<file path="config.mk">
export PLATFORM = sky130hd
export DESIGN_NAME = act_pwl_lut_flat
export DESIGN_NICKNAME = d
export VERILOG_FILES = /design/src/rtl/act_pwl_lut_if.sv /design/src/rtl/act_pwl_lut.sv /design/src/flat_wrapper.sv
export SDC_FILE = /design/constraint.sdc
export NUM_CORES = 1
export LEC_CHECK = 0
export CAP_MARGIN = 15
export CORE_MARGIN = 1.5
export CORE_UTILIZATION = 57
export DETAILED_ROUTE_END_ITERATION = 10
export MAX_ROUTING_LAYER = met4
export PLACE_DENSITY = 0.74
export SETUP_SLACK_MARGIN = 0.5
export SLEW_MARGIN = 15
export SYNTH_ARGS = -nofsm -noshare
export SYNTH_HDL_FRONTEND = slang
export SYNTH_SLANG_ARGS = --single-unit
export TNS_END_PERCENT = 5
</file>
<file path="constraint.sdc">
create_clock -name clk -period 5.7 [get_ports clk]
set_clock_uncertainty 0.1 [all_clocks]
set_input_delay 0.57 -clock clk [delete_from_list [all_inputs] [get_ports clk]]
set_output_delay 0.57 -clock clk [all_outputs]
set_load 0.1 [all_outputs]
</file>
<file path="src/rtl/act_pwl_lut_if.sv">
// Handshake, table-load and status bundle for act_pwl_lut.
// master = producer/consumer side, slave = the activation unit.
interface act_pwl_lut_if #(
  parameter int DATA_W = 8,
  parameter int ADDR_W = 4,
  parameter int OUT_W  = 8
);
  logic              in_valid;
  logic              in_ready;
  logic [DATA_W-1:0] in_x;
  logic              in_mode;
  logic              out_valid;
  logic              out_ready;
  logic [OUT_W-1:0]  out_y;
  logic              tbl_wr;
  logic              tbl_sel;
  logic [ADDR_W-1:0] tbl_addr;
  logic [OUT_W-1:0]  tbl_data;
  logic              busy;

  modport master (
    output in_valid, in_x, in_mode,
    output out_ready,
    output tbl_wr, tbl_sel, tbl_addr, tbl_data,
    input  in_ready, out_valid, out_y, busy
  );

  modport slave (
    input  in_valid, in_x, in_mode,
    input  out_ready,
    input  tbl_wr, tbl_sel, tbl_addr, tbl_data,
    output in_ready, out_valid, out_y, busy
  );
endinterface

</file>
<file path="src/rtl/act_pwl_lut.sv">
// Piecewise-linear sigmoid/tanh unit: loadable LUT pair plus
// linear interpolation, 3-stage valid/ready pipeline that freezes on stall.
module act_pwl_lut #(
  parameter int DATA_W = 8,
  parameter int ADDR_W = 4,
  parameter int OUT_W  = 8
) (
  input  logic          clk,
  input  logic          rst,
  act_pwl_lut_if.slave  bus
);
  localparam int FRAC_W = DATA_W - ADDR_W;
  localparam int DEPTH  = 1 << ADDR_W;
  localparam int PW     = OUT_W + FRAC_W + 2;

  localparam logic [ADDR_W-1:0] TOP_POS =
    ADDR_W'((1 << (ADDR_W - 1)) - 1);
  localparam logic signed [PW-1:0] YMAX =
    (PW'(1) << (OUT_W - 1)) - PW'(1);
  localparam logic signed [PW-1:0] YMIN = -YMAX - PW'(1);

  typedef logic [OUT_W-1:0] ent_t;

  ent_t t0_q [DEPTH];
  ent_t t1_q [DEPTH];

  logic              v1_q, v2_q, v3_q;
  ent_t              base1_q, next1_q;
  logic [FRAC_W-1:0] frac1_q;
  ent_t              base2_q;
  logic signed [PW-1:0] prod2_q;
  ent_t              y_q;

  logic stall, adv;

  assign stall        = v3_q && !bus.out_ready;
  assign adv          = !stall;
  assign bus.in_ready = adv;
  assign bus.out_valid = v3_q;
  assign bus.out_y    = y_q;
  assign bus.busy     = v1_q | v2_q | v3_q;

  logic [ADDR_W-1:0] addr, addr_n;
  logic [FRAC_W-1:0] frac;
  ent_t              base_d, next_d;

  always_comb begin
    addr   = bus.in_x[DATA_W-1 -: ADDR_W];
    frac   = bus.in_x[FRAC_W-1:0];
    addr_n = addr + ADDR_W'(1);
    base_d = bus.in_mode ? t1_q[addr] : t0_q[addr];
    next_d = '0;
    unique case (1'b1)
      (addr == TOP_POS): next_d = base_d;
      (&addr):
        next_d = bus.in_mode ? t1_q[0] : t0_q[0];
      default:
        next_d = bus.in_mode ? t1_q[addr_n] : t0_q[addr_n];
    endcase
  end

  logic signed [OUT_W:0]  diff;
  logic signed [PW-1:0]   prod_d;

  always_comb begin
    diff   = $signed({next1_q[OUT_W-1], next1_q})
           - $signed({base1_q[OUT_W-1], base1_q});
    prod_d = PW'(diff) * $signed(PW'({1'b0, frac1_q}));
  end

  logic signed [PW-1:0] sum;
  ent_t                 y_d;

  // Arithmetic shift floors, so negative slopes round toward -inf.
  always_comb begin
    sum = $signed(PW'($signed(base2_q))) + (prod2_q >>> FRAC_W);
    y_d = sum[OUT_W-1:0];
    unique case (1'b1)
      (sum > YMAX): y_d = YMAX[OUT_W-1:0];
      (sum < YMIN): y_d = YMIN[OUT_W-1:0];
      default:      y_d = sum[OUT_W-1:0];
    endcase
  end

  always_ff @(posedge clk or negedge rst) begin
    if (!rst) begin
      for (int i = 0; i < DEPTH; i++) begin
        t0_q[i] <= '0;
        t1_q[i] <= '0;
      end
      v1_q    <= 1'b0;
      v2_q    <= 1'b0;
      v3_q    <= 1'b0;
      base1_q <= '0;
      next1_q <= '0;
      frac1_q <= '0;
      base2_q <= '0;
      prod2_q <= '0;
      y_q     <= '0;
    end else begin
      if (bus.tbl_wr) begin
        if (bus.tbl_sel) t1_q[bus.tbl_addr] <= bus.tbl_data;
        else             t0_q[bus.tbl_addr] <= bus.tbl_data;
      end
      if (adv) begin
        v1_q <= bus.in_valid;
        if (bus.in_valid) begin
          base1_q <= base_d;
          next1_q <= next_d;
          frac1_q <= frac;
        end
        v2_q <= v1_q;
        if (v1_q) begin
          base2_q <= base1_q;
          prod2_q <= prod_d;
        end
        v3_q <= v2_q;
        if (v2_q) y_q <= y_d;
      end
    end
  end
endmodule

</file>
<file path="src/flat_wrapper.sv">
// flat-port wrapper written by rule: the top's interface ports become plain ports
module act_pwl_lut_flat 
#(
  parameter int DATA_W = 8,
  parameter int ADDR_W = 4,
  parameter int OUT_W  = 8
)
  (clk, rst, bus_in_valid, bus_in_x, bus_in_mode, bus_out_ready, bus_tbl_wr, bus_tbl_sel, bus_tbl_addr, bus_tbl_data, bus_in_ready, bus_out_valid, bus_out_y, bus_busy);
  act_pwl_lut_if #(.DATA_W(DATA_W), .ADDR_W(ADDR_W), .OUT_W(OUT_W)) bus_i ();
  input  logic clk;
  input  logic rst;
  input wire logic [$bits(bus_i.in_valid)-1:0] bus_in_valid;
  input wire logic [$bits(bus_i.in_x)-1:0] bus_in_x;
  input wire logic [$bits(bus_i.in_mode)-1:0] bus_in_mode;
  input wire logic [$bits(bus_i.out_ready)-1:0] bus_out_ready;
  input wire logic [$bits(bus_i.tbl_wr)-1:0] bus_tbl_wr;
  input wire logic [$bits(bus_i.tbl_sel)-1:0] bus_tbl_sel;
  input wire logic [$bits(bus_i.tbl_addr)-1:0] bus_tbl_addr;
  input wire logic [$bits(bus_i.tbl_data)-1:0] bus_tbl_data;
  output wire logic [$bits(bus_i.in_ready)-1:0] bus_in_ready;
  output wire logic [$bits(bus_i.out_valid)-1:0] bus_out_valid;
  output wire logic [$bits(bus_i.out_y)-1:0] bus_out_y;
  output wire logic [$bits(bus_i.busy)-1:0] bus_busy;
  assign bus_i.in_valid = bus_in_valid;
  assign bus_i.in_x = bus_in_x;
  assign bus_i.in_mode = bus_in_mode;
  assign bus_i.out_ready = bus_out_ready;
  assign bus_i.tbl_wr = bus_tbl_wr;
  assign bus_i.tbl_sel = bus_tbl_sel;
  assign bus_i.tbl_addr = bus_tbl_addr;
  assign bus_i.tbl_data = bus_tbl_data;
  assign bus_in_ready = bus_i.in_ready;
  assign bus_out_valid = bus_i.out_valid;
  assign bus_out_y = bus_i.out_y;
  assign bus_busy = bus_i.busy;
  act_pwl_lut #(.DATA_W(DATA_W), .ADDR_W(ADDR_W), .OUT_W(OUT_W)) u_core (.clk(clk), .rst(rst), .bus(bus_i));
endmodule
</file>
==> results of run 1 <==
[metal layers]
metal  wire length (µm)  part of all wire [%]  up-vias  global-route usage (%)
met5                  0                     0        -                       -
li1                   -                     -     4932                       -
met1              19200                    44     6123                    39.9
met4               1250                   2.8        0                    7.80
met3               2010                   4.6       80                    3.05
met2              21500                    49      372                    46.0
[worst max-delay path, stage by stage, from the launching register on]
cell      delay, ns
dfrtp_1        0.38
inv_1          0.06
ha_1           0.20
fa_1           0.22
nor2b_1        0.06
o31a_1         0.27
o31ai_1        0.30
a21boi_0       0.41
and2_1         0.19
ha_1           0.24
fa_1           0.53
inv_1          0.06
fa_1           0.50
inv_1          0.05
ha_1           0.33
nand2_1        0.10
o311ai_2       0.30
a21oi_1        0.14
xnor2_1        0.14
mux2_2         0.26
[registers in the layout, summed over array words and instances, names as in the netlist]
signal                flops
u_core.base1_q            8
u_core.frac1_q            4
u_core.next1_q            8
u_core.v2_q               1
u_core.bus.out_y          8
u_core.t0_q             128
u_core.base2_q            8
u_core.t1_q             128
u_core.v1_q               1
u_core.bus.out_valid      1
u_core.prod2_q           10
[Yosys cell counts (4+ instances only)]
cell and number:
nand2_1 74, xor2_1 7, mux4_2 154, dfrtp_1 305
a211oi_1 5, a21oi_1 25, a21o_1 7, nand2b_1 15
xnor2_1 12, nand4_1 5, mux2i_1 14, o221ai_1 6
nor3_2 4, buf_4 9, nor3_1 10, fa_1 20
o21ai_0 38, o21a_1 6, nor2b_1 11, and2_1 19
clkbuf_1 47, buf_1 4, nor2_1 44, o31ai_1 5
o21ai_1 11, or3_1 4, mux2_2 271, ha_1 43
nand3_1 12, buf_2 26, inv_1 60
[repair_timing]
action	in CTS	in global routing
setup endpoints to repair	1	4
setup buffers	0	2
pin swaps	1	6
resized for setup	3	6
[how the worst max path moves through the flow]
stage | startpoint | end | slack, ns | cells past startpoint
final | u_core.next1_q[0]$_DFFE_PN0P_ | u_core.prod2_q[12]$_DFFE_PN0P_ | 0.74 | 19
after global routing | u_core.next1_q[1]$_DFFE_PN0P_ | u_core.prod2_q[13]$_DFFE_PN0P_ | 0.49 | 20
after CTS | u_core.base1_q[1]$_DFFE_PN0P_ | u_core.prod2_q[13]$_DFFE_PN0P_ | 0.54 | 21
after detailed placement | u_core.base1_q[1]$_DFFE_PN0P_ | u_core.prod2_q[13]$_DFFE_PN0P_ | 0.46 | 21
after global placement | u_core.base1_q[1]$_DFFE_PN0P_ | u_core.prod2_q[13]$_DFFE_PN0P_ | 0.62 | 21
after floorplan | u_core.base1_q[1]$_DFFE_PN0P_ | u_core.prod2_q[13]$_DFFE_PN0P_ | 0.85 | 21
[through the flow]
step                util [%]  setup slack (ns)  cells
CTS                     63.9             0.537   1743
global placement        60.2             0.617   1680
finish                  64.0             0.744   1746
floorplan                  -             0.853   1318
global route            64.0             0.488   1745
detailed placement      60.2             0.461   1680
[final cells by class]
class | count | area (µm²) | area share, %
antenna | 1 | 2.50 | 0.0127
clock buffer | 49 | 948 | 4.81
clock inverter | 14 | 195 | 0.989
inverter | 60 | 225 | 1.14
multi-input combinational | 864 | 9720 | 49.3
sequential | 305 | 7630 | 38.7
tap | 396 | 495 | 2.51
timing repair buffer | 57 | 507 | 2.57
[kinds of logic (layout without fill, tap and decap cells)]
group,Yosys count,count (layout),synth area share [%]
AOI/OAI and AO/OA,127,127,4.45
xor gates and xnor gates,21,21,1.14
adders and majority gates,63,63,5.23
buffers and inverters,149,180,3.61
DFF,305,305,42.5
muxes,439,439,37.1
other,0,1,0
and+or+nand+nor,214,214,5.98
[report_power, final]
group / leakage (nW) / switching (mW) / internal, mW
clock: 0.558 / 0.905 / 1.35
sequential: 3.87 / 0.387 / 2.68
combinational: 4.14 / 2.78 / 2.32
total: 8.58 / 4.07 / 6.35
==> out/metrics.csv, run 1 <==
metric,value,unit
leading area contributor after synthesis,dfrtp_1,
Pwr Density,528,mW/mm²
H-tree levels,2,
status,"finished, violations left",
CTS Hold Bufs,0,
Ys Warns,0,
Setup-failing EPs final,0,
via count,11500,
Tot Pwr,10.4,mW
setup_tns,0,ns
min Tclk post-route,4.96,ns
Synth async-reset ratio,100,%
period utilisation layout,86.9,%
#FFs+latches synth,305,
Detail Route Antenna Nets,0,
"Reg clk slew, reported paths",0.06,ns
syn_area_per_cell,13.6,µm²
GR Overflow Total,0,
Synth top area share,42.5,%
drt wl/cell,25.2,µm
Top Ports,38,
largest cells by area after synthesis,"dfrtp_1, mux4_2, mux2_2, ha_1, fa_1",
Reg-to-Reg End,u_core.prod2_q[12]$_DFFE_PN0P_,
routed vias/inst,6.59,
Slew @ Worst Pin,1.15,ns
critical path type,flop to flop,
RSZ-0062 raised after global routing,yes,
CP Data Arrival Time,5.24,ns
initial DRC count,851,
CTS Buffer Depth,3,
final hold slack,-0.0154,ns
die height,180,µm
register-to-register setup slack,0.74,ns
input/output buffers,37,
"EDFF count, synth",0,
Synth Instances,1318,
CP Data Required Time,5.99,ns
failing checks,hold timing,
CP startpoint kind,flop,
starting density of the core,58.2,%
GPL Wtd Cong,0.875,
leakage,8.58,nW
clock latency on the worst-skew pair,0.52,ns
Remaining DRCs,0,
most frequent cells in the layout,"dfrtp_1, mux2_2, mux4_2, nand2_1, inv_1",
pin count of the biggest net entering global routing,142,
ys flop type,dfrtp_1,
Total Routing Usage GR,28.8,%
Min-Delay Path Class,primary input to asynchronous set/reset pin,
Pre-antenna DRT Iters,5,
placed cell area,0.0186,mm²
Worst slew margin,22.9,%
Post-Layout Inst Area,0.0197,mm²
vias in the first global route,11600,
Die Wd,180,µm
max-slew violations,0,
TritonCTS clock tree,built,
Final Hold Fails,4,
Fill cells,2293,
RR Startpoint,u_core.next1_q[0]$_DFFE_PN0P_,
Mapped Nets,1408,
register area share after synthesis,42.5,%
Max-Cap Viols,0,
"most common cell after layout, fill and taps aside",dfrtp_1,
Row Count,64,
synthesized cell area,0.0180,mm²
Core Area,0.0308,mm²
first-pass GRT wire length,70.0,mm
Root Buffer,clkbuf_16,
total wire length,44.0,mm
Nets,1413,
number of clock sinks,305,
antenna violations before repair,0,
share of layout cells above drive strength 1,39.4,%
area of the die,0.0326,mm²
HPWL after DPL,29.8,mm
Achievable Freq,202,MHz
CTS Buf Count,35,
Synth cell types,61,
worst r2r path cells,19,
critical path capture point type,flop,
Layout area overhead,9.87,%
"Max FO, Critical Path",4,
peak supply drop,0.457,mV
Power figures use the tool's default switching activity.
==> inputs of run 2 (changes only) <==
Settings changed: GPL_TIMING_DRIVEN set to 0, PLACE_DENSITY 0.74 to 0.81, SLEW_MARGIN 15 to 30.
==> out/metrics.csv, run 2 (same netlist as run 1, synthesis figures left out) <==
metric,value,unit,change
crit-path cells,ha_1 -> fa_1 -> nor2b_2 -> o31a_1 -> a21oi_2 -> and2_1 -> ha_1 -> fa_1 -> inv_1 -> fa_1 -> inv_1 -> ha_1 -> or3_4 -> nor3_4 -> o311ai_4 -> o31ai_2 -> xnor3_1 -> o21ai_1,,
"Reg clk slew, reported paths",0.06,ns,about the same
CTS Buffer Depth,3,,unchanged
critical path capture point type,flop,,
H-tree levels,2,,unchanged
Die Wd,180,µm,unchanged
CTS Buf Count,35,,unchanged
starting density of the core,58.2,%,unchanged
CP Data Required Time,6.04,ns,+0.05 ns
TritonCTS clock tree,built,,
Detail Route Antenna Nets,0,,unchanged
leakage,8.75,nW,+2.1%
worst r2r path cells,18,,-1
vias in the first global route,13000,,+12%
HPWL after DPL,34.5,mm,+16%
area of the die,0.0326,mm²,unchanged
Max-Cap Viols,0,,unchanged
via count,12400,,+7.6%
Layout area overhead,11.9,%,
Fill cells,2212,,-3.5%
period utilisation layout,87.9,%,+0.96 points
Hold Path Depth,2,,
first-pass GRT wire length,76.5,mm,+9.4%
"Max FO, Critical Path",4,,unchanged
Slew @ Worst Pin,1.02,ns,-0.137 ns
Total Routing Usage GR,31.8,%,+3.0 points
PnR worst setup slack,0.689,ns,-0.0548 ns
Top Ports,38,,unchanged
Nets,1484,,+5.0%
Min-Delay Path Class,flop to flop,,
Hold Path Origin,u_core.bus.out_y[7]$_DFFE_PN0P_,,
total wire length,48.1,mm,+9.2%
Root Buffer,clkbuf_16,,
Row Count,64,,unchanged
dpl ws,0.233,ns,-0.228 ns
RSZ-0062 raised after global routing,yes,,
status,completed,,
CP startpoint kind,flop,,
Setup-failing EPs final,0,,unchanged
Achievable Freq,200,MHz,-1.1%
CP Data Arrival Time,5.35,ns,+0.11 ns
Pwr Density,522,mW/mm²,-1.1%
Core Area,0.0308,mm²,unchanged
Antenna diodes,0,,-1
Reg-to-Reg End,u_core.prod2_q[13]$_DFFE_PN0P_,,
drt wl/cell,26.5,µm,+5.2%
top flop regs,"u_core.t0_q: 128 flops, u_core.t1_q: 128 flops, u_core.prod2_q: 10 flops",,
hold endpoint,u_core.bus.out_y[7]$_DFFE_PN0P_,,
pin count of the biggest net entering global routing,89,,-37%
Remaining DRCs,0,,unchanged
"most common cell after layout, fill and taps aside",dfrtp_1,,
Pre-antenna DRT Iters,5,,unchanged
Placed Cells,1748,,+4.0%
RR Startpoint,u_core.base1_q[0]$_DFFE_PN0P_,,
Non-Filler Instances,1814,,+3.9%
number of clock sinks,305,,unchanged
register-to-register setup slack,0.69,ns,-0.05 ns
Tot Pwr,10.5,mW,+0.73%
clock latency on the worst-skew pair,0.53,ns,about the same
routed vias/inst,6.82,,+3.5%
initial DRC count,1259,,+48%
max-slew violations,0,,unchanged
min Tclk post-route,5.01,ns,+0.0548 ns
GPL Wtd Cong,0.988,,+13%
Final Hold Fails,0,,-4
most frequent cells in the layout,"dfrtp_1, mux2_2, mux4_2, nand2_1, inv_1",,
GR Overflow Total,0,,unchanged
die height,180,µm,unchanged
fin util,65.2,%,+1.2 points
CP peak stage delay,0.54,ns,about the same
input/output buffers,31,,-16%
peak supply drop,0.531,mV,+16%
critical path's slowest cell,fa_1,,
Worst slew margin,31.9,%,+9.0 points
critical path type,flop to flop,,
share of layout cells above drive strength 1,39.6,%,+0.27 points
antenna violations before repair,0,,unchanged
setup_tns,0,ns,unchanged
run 2: cell count changes in the layout (fill, tap and decap cells not counted), moves of 3 or more:
cell,previous run,this run
nor2_1,44,41
a21oi_2,0,3
buf_4,20,13
buf_1,0,3
nor2_2,2,5
clkbuf_1,12,53
a21oi_1,25,22
buf_16,0,3
buf_2,6,26
run 2: per-stage QoR:
stage	hold WS [ns]	instance area, µm²
floorplan	0.174	18000
global placement	0.364	18800
detailed placement	0.373	18900
CTS	0.387	20000
global route	0.421	20100
finish	0.387	20100
run 2: cell type report:
class	count	area (µm²)	share of cell area, %
multi-input cells	864	9780	48.7
flip-flops and latches	305	7630	38.0
clock buffers	45	953	4.74
well taps	396	495	2.47
repair buffers	39	438	2.18
plain buffers	89	424	2.11
inverters	60	225	1.12
clock inverters	16	146	0.728
run 2: power by group:
group	switching [mW]	internal (mW)
clock network	0.918	1.28
logic	2.83	2.40
registers	0.396	2.68
run 2: worst max path at each step:
stage,startpoint,to
finish,u_core.base1_q[0]$_DFFE_PN0P_,u_core.prod2_q[13]$_DFFE_PN0P_
global route,u_core.next1_q[1]$_DFFE_PN0P_,u_core.prod2_q[13]$_DFFE_PN0P_
CTS,u_core.base1_q[1]$_DFFE_PN0P_,u_core.prod2_q[13]$_DFFE_PN0P_
detailed placement,u_core.base1_q[1]$_DFFE_PN0P_,u_core.prod2_q[13]$_DFFE_PN0P_
global placement,rst,u_core.bus.out_y[2]$_DFFE_PN0P_
floorplan,u_core.base1_q[1]$_DFFE_PN0P_,u_core.prod2_q[13]$_DFFE_PN0P_
run 2: timing repair:
item / CTS / global route
buffers inserted: 0 / 4
setup endpoints to repair: 2 / 3
pin swaps: 3 / 4
hold buffers: 1 / 0
hold endpoints to repair: 68 / 0
gates cloned: 0 / 0
resized for setup: 9 / 11
run 2: critical path: cells and delay by family (launching register included):
kind,cells,cell delay [ns]
fa+ha+maj,6,2.28
simple gates,4,0.99
compound gates,5,0.78
flops,1,0.42
xor+xnor,1,0.24
buf+inv,2,0.10
run 2: per-layer routing:
| layer | vias to the layer above | global-route usage (%) | part of all wire, % |
|---|---|---|---|
| li1 | 5085 | - | - |
| met1 | 6420 | 40.5 | 38 |
| met2 | 689 | 49.7 | 48 |
| met3 | 183 | 6.61 | 8.4 |
| met4 | 0 | 14.2 | 4.9 |
| met5 | - | - | 0 |
==> inputs of run 3 (changes only) <==
Settings changed: CTS_CLUSTER_DIAMETER set to 100.
==> results of run 3 <==
Same layout as run 2: the final DEF is identical, and so are final timing and power.
==> edit 1, RTL diff (config.mk and constraints of run 3) <==
`ADDR_W` is set to 4 in 3 places; all go to 3.
--- a/src/rtl/act_pwl_lut_if.sv
+++ b/src/rtl/act_pwl_lut_if.sv
@@ -2,7 +2,7 @@
 // master = producer/consumer side, slave = the activation unit.
 interface act_pwl_lut_if #(
   parameter int DATA_W = 8,
-  parameter int ADDR_W = 4,
+  parameter int ADDR_W = 3,
   parameter int OUT_W  = 8
 );
   logic              in_valid;
--- a/src/rtl/act_pwl_lut.sv
+++ b/src/rtl/act_pwl_lut.sv
@@ -2,7 +2,7 @@
 // linear interpolation, 3-stage valid/ready pipeline that freezes on stall.
 module act_pwl_lut #(
   parameter int DATA_W = 8,
-  parameter int ADDR_W = 4,
+  parameter int ADDR_W = 3,
   parameter int OUT_W  = 8
 ) (
   input  logic          clk,
--- a/src/flat_wrapper.sv
+++ b/src/flat_wrapper.sv
@@ -2,7 +2,7 @@
 module act_pwl_lut_flat 
 #(
   parameter int DATA_W = 8,
-  parameter int ADDR_W = 4,
+  parameter int ADDR_W = 3,
   parameter int OUT_W  = 8
 )
   (clk, rst, bus_in_valid, bus_in_x, bus_in_mode, bus_out_ready, bus_tbl_wr, bus_tbl_sel, bus_tbl_addr, bus_tbl_data, bus_in_ready, bus_out_valid, bus_out_y, bus_busy);
Interface: changed (resized bus_tbl_addr); port bits go from 38 to 37. The function was not compared with the original's and may differ.
==> edit 1 against run 3 <==
The run now ends with hold timing left; die area is 36% lower; area after synthesis decreased by 37%; design area down 36%; worst setup slack got worse by 0.23 ns; non-clock buffer count is 34 lower; hold slack got worse by 0.40 ns; synthesized cell count is 34% lower; sequential cell count shrank 127; routed wire length shrank 43%; largest cell class unchanged.
Power is left out: the tool's default activity adds up to more than one toggle a clock period on the data nets, which glitch-free logic cannot reach.
==> edit 1: results (changes against run 3) <==
outcome finished, violations left; failing checks hold timing; Largest regs u_core.t0_q x64, u_core.t1_q x64, u_core.prod2_q x10; overall routing resource usage 29.5% (-2.3 points); worst-case reg-to-reg path depth 24 (+6); initial DRC count 689 (-45%); post-DP HPWL 18800 um (-45%); first-pass GRT wire length 44000 um (-43%); met3 GRT Util 4.47% (-2.1 points); total number of vias 7738 (-37%); Compound-Gate Fraction of Synth Area 6.62% (+2.2 points); sequential fraction of the synthesis area 39.4% (-3.1 points); met3 WL 1390 um (-66%); Fillers 1374 (-38%); met2 WL post-DR 14300 um (-38%); critical path's largest stage delay 0.52 ns (-0.02 ns); wl on met1 10700 um (-42%); CTS Buf Count 17 (-51%); CP startpoint u_core.next1_q[0]; FF-to-FF End u_core.prod2_q[14]; H-tree Lvls 4 (+2); GR Util met2 49.1% (-0.60 points); routability cong. 0.897 (-9.2%); hold_ws -0.00852 ns (-0.395 ns); final hold viol count 4 (+4); CP arrival 5.45 ns (+0.10 ns); Post-Synth XOR/XNOR Area 1.86% (+0.72 points)
-- edit 1: final cells by class --
type,count,share of cell area (%)
buffer,43,1.76
tap,265,2.56
clock buffer,21,3.56
timing repair buffer,51,3.96
inverter,64,1.86
sequential,178,34.4
multi-input combinational,582,51.1
clock inverter,9,0.773
-- edit 1: repair_timing --
action | CTS | global route
setup endpoints to repair | 6 | 6
hold buffers | 0 | 0
pin swaps | 24 | 15
gates resized for setup | 28 | 10
cloned | 0 | 0
buffers inserted | 11 | 4
-- edit 1: per-stage QoR --
stage / setup WS (ns) / hold WS, ns / instances / instance area [um2]
after floorplan: 0.545 / 0.174 / 867 / 11300
after global placement: -3.25 / 0.366 / 1166 / 12000
after detailed placement: 0.0874 / 0.365 / 1168 / 12100
after CTS: 0.440 / 0.0130 / 1209 / 12900
after global routing: 0.233 / 0.0280 / 1213 / 12900
final: 0.464 / -0.00852 / 1213 / 12900
==> edit 2, RTL diff (flow settings as in run 3) <==
Made on the original files. Make the reset (`rst`) synchronous in one clocked block.
--- a/src/rtl/act_pwl_lut.sv
+++ b/src/rtl/act_pwl_lut.sv
@@ -82,7 +82,7 @@
     endcase
   end
 
-  always_ff @(posedge clk or negedge rst) begin
+  always_ff @(posedge clk) begin
     if (!rst) begin
       for (int i = 0; i < DEPTH; i++) begin
         t0_q[i] <= '0;
Formal check against the unedited RTL: differs if rst is asserted again (counterexample within 4 cycles, from zero or initial values and one cycle with rst low); with rst held inactive, the same outputs for 4 cycles.
==> edit 2 against run 3 <==
Highest routed layer unchanged; final cell count increased by 4.4%; maximum frequency decreased by 2.2%; design area increased by 0.60%; sequential cell count unchanged; worst setup slack got worse by 0.11 ns; routed wire length increased by 7.4%; synthesized cell count increased by 5.4%; area after synthesis increased by 0.62%.
Power is not compared: it rests on default switching activity, and its combinational part moved more than twofold at a synthesized area within 25%.
==> edit 2: results (changes against run 3) <==
largest net degree at the start of global routing 14 (-84%); CP delay by family, top adder cells; CP startpoint u_core.base1_q[2]; wl on met1 18300 um (-0.87%); CTS max path bufs 3 (unchanged); final core utilization 64.4% (-0.79 points); Clock transition at path regs 0.06 ns (about the same); clk_lat worst skew 0.54 ns; dpl cell area 18900 um2 (+0.13%); met3 WL 6330 um (+56%); first-pass GRT wire length 76400 um (-0.22%); number of global-route vias before repair 12500 (-4.1%); mux share of post-synthesis cell area 20.5% (-17 points); GR Util met2 51.6% (+1.9 points); routability cong. 0.978 (-1.0%); asr flop ratio synth 0% (-100 points); R2R setup slack 0.58 ns (-0.11 ns); port bufs 32 (+3.2%); outcome finished, final reports clean; initial DRC count 1700 (+35%); top post-synthesis cells by area edfxtp_1, mux4_2, and2_1; grt met1 use 41.1% (+0.62 points); initial antenna violation count 3 (+3); Synth cell types 62 (+1.6%); drt total wl 51600 um (+7.4%); Largest regs u_core.t0_q x128, u_core.t1_q x128, u_core.prod2_q x10; Pre-antenna DRT Iters 6 (+1); top layer in use met4; overall routing resource usage 33.0% (+1.2 points); Synth Area in Adders 5.19% (-0.032 points); post-synthesis net count 1479 (+5.0%); worst setup path end u_core.prod2_q[12]; Slew HR 30.0% (-1.9 points); Compound-Gate Fraction of Synth Area 6.56% (+2.1 points); post-DP HPWL 37600 um (+8.8%); vias per std cell 6.66 (-2.4%); Post-Synth XOR/XNOR Area 1.02% (-0.12 points); CP arrival 5.44 ns (+0.09 ns); worst-case reg-to-reg path depth 21 (+3); net total in the final layout 1554 (+4.7%); sequential fraction of the synthesis area 48.0% (+5.5 points); Ys Warns 0 (unchanged); CP max FO 5 (+1); synth cell count leaders and2_1, edfxtp_1, mux4_2; CTS Buf Count 35 (unchanged); number of flops mapped to enable cells by yosys 256 (+256); Min-Delay Path Class register to register; clock root cell clkbuf_16; critical path's largest stage delay 0.49 ns (-0.05 ns); critical path class register to register; Sw Ratio between 20 and 30%; share of cells above drive strength 1 18.5% (-21 points); H-tree Lvls 2 (unchanged); met2 WL post-DR 24300 um (+5.0%); met3 GRT Util 8.06% (+1.5 points); peak supply drop ~0.24 mV; slowest CP cell fa_1
## edit 2: power by group through the flow
stage	Clock [mW]	Sequential (mW)	Combinational, mW
2_1_floorplan	0	2.66	0.734
3_3_place_gp	0	2.66	1.05
3_5_place_dp	0	2.67	1.07
4_1_cts	2.23	2.63	1.10
5_1_grt	2.32	2.64	1.21
6_report	2.24	2.63	1.14
## edit 2: repair_timing
item / in CTS / in global routing
setup endpoints to repair: 4 / 5
pin swaps: 7 / 8
resized for setup: 19 / 10
buffers inserted: 2 / 4
hold buffers: 0 / 0
## edit 2: worst min-delay path by stage
stage	from	to	slack [ns]	cells past startpoint
floorplan	u_core.prod2_q[8]	u_core.prod2_q[8]	0.35	2
finish	u_core.base2_q[0]	u_core.base2_q[0]	0.37	2
global placement	u_core.prod2_q[8]	u_core.prod2_q[8]	0.36	2
CTS	u_core.base2_q[0]	u_core.base2_q[0]	0.37	2
detailed placement	u_core.base2_q[0]	u_core.base2_q[0]	0.37	2
global route	u_core.base2_q[0]	u_core.base2_q[0]	0.39	2
## edit 2: worst min-delay path: stages (launching register included)
cell      delay (ns)
dfxtp_1         0.31
nand2_1         0.05
a21boi_0        0.06
## edit 2: final cells by class
cell class | count | area [um2]
Antenna cell | 2 | 5.00
Clock buffer | 46 | 983
Sequential cell | 305 | 8680
Multi-Input combinational cell | 932 | 8900
Clock inverter | 17 | 158
Fill cell | 2241 | 11200
Tap cell | 402 | 503
Timing Repair Buffer | 38 | 365
Inverter | 58 | 218
Buffer | 94 | 409
## edit 2: stage by stage
stage	std cells	setup WS (ns)	total power [mW]
after detailed placement	1823	0.178	3.74
after floorplan	1389	0.685	3.39
after global routing	1894	0.349	6.18
final	1894	0.579	6.02
after global placement	1823	0.193	3.71
after CTS	1888	0.515	5.96
